==> config.mk <==
export PLATFORM = sky130hd
export DESIGN_NAME = ped_request
export DESIGN_NICKNAME = d
export VERILOG_FILES = /design/src/rtl/ped_request.sv
export SDC_FILE = /design/constraint.sdc
export NUM_CORES = 1
export LEC_CHECK = 0
export ABC_AREA = 1
export CORE_ASPECT_RATIO = 0.8
export CORE_MARGIN = 2
export CORE_UTILIZATION = 45
export CTS_CLUSTER_DIAMETER = 150
export DETAILED_ROUTE_END_ITERATION = 10
export DONT_BUFFER_PORTS = 1
export PLACE_DENSITY = 0.58
export SLEW_MARGIN = 15
export SYNTH_ARGS = -nofsm -noshare
export SYNTH_HDL_FRONTEND = slang
export SYNTH_SLANG_ARGS = --single-unit
==> constraint.sdc <==
create_clock -name clk -period 2.3 [get_ports clk]
set_input_delay 0.46 -clock clk [delete_from_list [all_inputs] [get_ports clk]]
set_output_delay 0.46 -clock clk [all_outputs]
set_load 0.01 [all_outputs]
==> src/rtl/ped_request.sv <==
// Pedestrian push-button conditioner: 2-FF sync, debounce, press pulse and req/ack request FSM.
// Define PED_REQ_QUEUE_EN to remember a press made during lockout and serve it at expiry.
module ped_request #(
  parameter int DEBOUNCE_CYCLES = 270_000,
  parameter int LOCKOUT_CYCLES  = 27_000_000
) (
  input  logic       clk,
  input  logic       rst_n,
  input  logic       btn_n,
  input  logic       ack,
  output logic       req,
  output logic       press_pulse,
  output logic       lockout,
  output logic [7:0] req_count,
  output logic [1:0] state_dbg
);

  localparam int DW = $clog2(DEBOUNCE_CYCLES) + 1;
  localparam int LW = $clog2(LOCKOUT_CYCLES) + 1;

  localparam logic [1:0] ST_IDLE    = 2'd0;
  localparam logic [1:0] ST_PENDING = 2'd1;
  localparam logic [1:0] ST_LOCKOUT = 2'd2;

  // Handshake: req is a level that rises on an accepted press and stays high
  // until ack is sampled high at a clock edge; ack outside PENDING has no effect.

  logic          sync1, s;
  logic          deb, deb_d;
  logic [DW-1:0] deb_cnt;
  logic [LW-1:0] lock_cnt;
  logic [1:0]    state, state_next;
  logic          lock_done;
  logic          take_queued;

  always_ff @(posedge clk or negedge rst_n) begin
    if (!rst_n) begin
      sync1 <= 1'b1;
      s     <= 1'b1;
    end else begin
      sync1 <= btn_n;
      s     <= sync1;
    end
  end

  always_ff @(posedge clk or negedge rst_n) begin
    if (!rst_n) begin
      deb     <= 1'b1;
      deb_cnt <= '0;
    end else if (s != deb) begin
      if (deb_cnt == DW'(DEBOUNCE_CYCLES - 1)) begin
        deb     <= s;
        deb_cnt <= '0;
      end else begin
        deb_cnt <= deb_cnt + 1'b1;
      end
    end else begin
      deb_cnt <= '0;
    end
  end

  // deb_d lags deb by one cycle so the pulse lands the cycle after the falling edge
  always_ff @(posedge clk or negedge rst_n) begin
    if (!rst_n) begin
      deb_d       <= 1'b1;
      press_pulse <= 1'b0;
    end else begin
      deb_d       <= deb;
      press_pulse <= deb_d & ~deb;
    end
  end

  assign lock_done = (state == ST_LOCKOUT) && (lock_cnt == LW'(LOCKOUT_CYCLES - 1));

`ifdef PED_REQ_QUEUE_EN
  logic queued;

  always_ff @(posedge clk or negedge rst_n) begin
    if (!rst_n) begin
      queued <= 1'b0;
    end else if (lock_done) begin
      queued <= 1'b0;
    end else if (state == ST_LOCKOUT && press_pulse) begin
      queued <= 1'b1;
    end
  end

  // A press arriving on the expiry edge itself still counts as made during lockout
  assign take_queued = queued | press_pulse;
`else
  assign take_queued = 1'b0;
`endif

  always_ff @(posedge clk or negedge rst_n) begin
    if (!rst_n) begin
      state <= ST_IDLE;
    end else begin
      state <= state_next;
    end
  end

  always_comb begin
    state_next = state;
    case (state)
      ST_IDLE:    if (press_pulse) state_next = ST_PENDING;
      ST_PENDING: if (ack) state_next = ST_LOCKOUT;
      ST_LOCKOUT: if (lock_done) state_next = take_queued ? ST_PENDING : ST_IDLE;
      default:    state_next = ST_IDLE;
    endcase
  end

  always_comb begin
    req       = 1'b0;
    lockout   = 1'b0;
    state_dbg = state;
    case (state)
      ST_PENDING: req = 1'b1;
      ST_LOCKOUT: lockout = 1'b1;
      default: begin
        req     = 1'b0;
        lockout = 1'b0;
      end
    endcase
  end

  always_ff @(posedge clk or negedge rst_n) begin
    if (!rst_n) begin
      lock_cnt <= '0;
    end else if (state == ST_PENDING && ack) begin
      lock_cnt <= '0;
    end else if (state == ST_LOCKOUT) begin
      lock_cnt <= lock_cnt + 1'b1;
    end
  end

  always_ff @(posedge clk or negedge rst_n) begin
    if (!rst_n) begin
      req_count <= 8'd0;
    end else if (state_next == ST_PENDING && state != ST_PENDING) begin
      req_count <= req_count + 8'd1;
    end
  end

endmodule

==> results by stage <==
Finish:
- Of the cells placed in the final design, the portion with a size suffix greater than 1 is 0.1269.
- After the last flow step, the layout net total stands at 451.
- The number of fillers in the final layout is 724.
- The repair_antennas step left the layout with diodes totalling 0.
- The synthesis-to-finish area growth is 9.174%.
- At the end of the flow the core is filled with cells to 0.5060.
- With fillers left out, the area of the finished cells amounts to 3722 µm².

Placement:
- The global placer's final weighted congestion is 0.8246.
- In this run the cell area measured after placement is 3487 µm².
- Buffers placed on the I/O ports in this run total 0.
- Detailed placement finished with a half-perimeter wire length of 5231 µm.

Floorplan:
- Pin placement for this block handled 17 I/O pins.
- The die width is 101.3 µm.
- The area enclosed by the die boundary is 8294 µm².
- In this run the core area contains 28 standard-cell rows.
- The height of the die is 81.86 µm.
- The starting density of the core is 0.4634.
- The region available for standard cell placement spans 7357 µm².

Hold path:
- The launch instance of the worst min-delay path is btn_n.
- The path type of the worst min-delay path is in2reg.
- The worst hold path was traced through 0 stages.

Timing:
- Between clock sinks in the finished design, the worst skew comes to 0.009217 ns.
- Setup violations remaining at the end of the flow were counted as 0.
- The achievable clock frequency is 493.8 MHz.
- The number of hold violations in the final report is 0.
- Headroom to the max-slew limit came out at 0.6135.
- The total negative slack is 0 ns.
- Dividing the final minimum period by the clock period gives 0.8805.
- The final critical path time including I/O delays and setup is 2.025 ns.
- The max-slew violation count is 0.
- At the pin with the least slew margin, the transition time is 0.5790 ns.
- Setup repair after global routing left no endpoint under its margin.

GRT:
- The number of antenna violations at the first check in global routing is 0.
- Global routing finished with a remaining overflow of 0.
- Entering global routing, the biggest net connects 62 pins.
- The first global-routing pass estimated 12110 µm of wire.
- The via count of the first global-routing pass is 2465.
- For this run, the total global-route usage over all layers was measured as 0.1903.

Synth:
- The synthesized design contains 61 register bits.
- Ranked by instance count, the synthesized netlist is headed by 126 x nand2_1, 57 x dfrtp_1, 56 x nor2_1, 46 x inv_1, 22 x nand3_1.
- The most used flip-flop cell after synthesis is dfrtp_1.
- Counting flops with a built-in enable in the synthesized netlist gives 0.
- Counting distinct cell types in the post-synthesis netlist gives 35.
- The share of the synthesized netlist area taken by xor and xnor gates is 0.05651.
- The post-synthesis cell count is 437.
- The most frequently used cell type in the post-synthesis netlist is nand2_1.
- The portion of synthesized area spent on multiplexers is 0.
- The cell type with the highest aggregate area in the netlist is dfrtp_1.
- The share of synthesized area occupied by flip-flops and latches is 0.4492.
- Of the post-synthesis cell area, the dominant cell type holds 0.4183.
- The area of the mapped netlist is 3410 µm².
- The synthesized-area fraction occupied by ao, oa, aoi and oai cells is 0.05211.
- By area, the combinational part of the netlist is dominated by simple AND/OR/NAND/NOR gates.
- For this run, the number of Yosys warnings is 0.
- In the synthesized netlist the async set-or-reset flop fraction comes to 1.000.
- Of the total synthesized cell area, the portion taken by AND, OR, NAND and NOR gates is 0.3637.
- The number of nets in the synthesized netlist is 444.
- The adder and majority cell fraction of the synthesized area is 0.01101.
- After synthesis, the mean cell area works out to 7.802 µm².
- Yosys attributes the largest share of cell area to dfrtp_1 42%, nand2_1 14%, nor2_1 6.2%.

Power and ir drop:
- The total power density per cell area is 561.1 nW/µm².
- The overall power consumption is 2.089 mW.
- The reported leakage power is 1.772 nW.
- The peak supply drop is 0.3228 mV.

Clock tree:
- The clock net in this run drives a total of 61 sinks.
- The number of buffers added for setup after CTS is 0.
- The clock-pin slew reported for the worst setup and hold paths after clock tree synthesis is 0.08 ns.
- The number of H-tree branching levels is 3.
- For the worst-skew pair, the clock arrives at the later sink with an insertion delay of 0.35 ns.
- Counting along the longest clock path gives a buffer depth of 2.
- The TritonCTS clock tree is done.
- Clock tree synthesis inserted a total of 9 buffers.
- The root buffer cell is clkbuf_8.

Critical path:
- The number of buffers and inverters on the critical path is 1.
- Data arrives at the worst endpoint at 1.57 ns.
- The kind of start point of the critical path is a flip-flop.
- The endpoint required time on the critical path is 1.84 ns.
- The critical path class is reg2out.
- The highest fanout seen on the critical path is 31.
- The largest delay contributor family on the critical path is buffers and inverters.
- The standard cell with the maximum stage delay on the critical path is inv_2.
- The signal on the critical path passes through nand2_1 > inv_2.
- The launching point of the worst reg2reg path is state_dbg[1].
- The depth of the critical timing path with buffers and inverters included is 2.
- In this run the worst setup path begins at state_dbg[1].
- For this run, the slowest stage of the critical path takes 0.50 ns.
- The type of destination of the critical path is an output pin.
- Counting cells, the worst reg-to-reg path comes to 5.

Route:
- The antenna violation net count after detailed routing is 0.
- The detailed-route DRC error count is 0.
- The total number of vias is 2718.
- The pre-antenna-repair detailed-routing pass consisted of 4 iterations.
- For this block, the routed nets add up to 7212 µm of wire.
- The vias per cell is 5.043.
- The mean routed wirelength per cell is 13.38 µm.
- The detailed router finished its first iteration with 131 violations.

Outcome:
- The flow ran to the end, and the final reports show no timing, DRC or antenna violations.

Flow run:
- The number of maximum-capacitance constraint violations is 0.
## worst paths after layout
path	slack (ns)	endpoint
max in group asynchronous	1.34	sync1
hold / removal	0.10	sync1
hold reg to reg	0.36	s
setup / recovery	0.27	lockout
setup reg to reg	0.56	lock_cnt[7]
min in group asynchronous	0.64	req_count[3]
## through the flow
| stage | setup slack (ns) | hold slack (ns) | instances |
|---|---|---|---|
| final | 0.2750 | 0.1034 | 539 |
| after global routing | 0.1797 | 0.08403 | 539 |
| after floorplan | 0.8960 | 0.1644 | 437 |
| after global placement | 0.6758 | 0.1656 | 521 |
| after detailed placement | 0.5730 | 0.1657 | 521 |
| after CTS | 0.2639 | 0.09241 | 539 |
## layer usage
metal / routed length (µm) / vias up / track usage / part of all wire
li1: - / 1402 / - / -
met1: 3789 / 1253 / 0.2888 / 0.53
met2: 2934 / 58 / 0.2609 / 0.41
met3: 417 / 5 / 0.05362 / 0.058
met4: 70 / 0 / 0.05270 / 0.0097
met5: 0 / - / 0 / 0
## cells by family (layout without fill, tap and decap cells)
group                    after synthesis  in the layout
buffers and inverters                 58             70
adder cells (fa/ha/maj)                3              3
AO/OA/AOI/OAI                         32             32
AND/OR/NAND/NOR                      261            261
flip-flops                            61             61
XOR/XNOR                              22             22
## registers in the layout (all words and copies together), names as in the netlist
signal / flops
press_pulse: 1
lock_cnt: 26
state_dbg: 2
deb: 1
req_count: 8
deb_d: 1
sync1: 1
s: 1
deb_cnt: 20
## repair_timing
item,CTS,global route
hold buffers,2,0
setup endpoints to repair,0,0
gates resized for setup,0,0
hold endpoints to repair,61,0
## report_power, final
group	leakage (nW)	internal [mW]	switching [mW]	total, mW
clock	0.0996	0.503	0.455	0.958
combinational	0.915	0.0108	0.0331	0.0440
sequential	0.757	1.08	0.00712	1.09
## layout by cell type (no fill, tap or decap), types with 3 or more instances in the layout
cell,netlist,layout
xnor2_1,6,6
nor2_4,7,7
nand3_1,22,22
nand4_1,14,14
nor2_2,9,9
a21oi_1,9,9
inv_2,6,6
clkbuf_8,0,9
nand2_1,126,126
xor2_1,16,16
dfstp_2,4,4
nor3_1,9,9
o21ai_1,6,6
dfrtp_1,57,57
nor2_1,56,56
nand2_2,6,6
o21ai_0,10,10
ha_1,3,3
inv_1,46,46
## final cells by class
cell class	instances	area, µm²	share of cell area
Multi-Input combinational cell	318	1648	0.4427
Sequential cell	61	1531	0.4114
Inverter	52	195.2	0.05244
Clock buffer	9	123.9	0.03328
Clock inverter	7	73.82	0.01983
Tap cell	90	112.6	0.03025
Timing Repair Buffer	2	37.54	0.01008
Power figures use the tool's default switching activity.
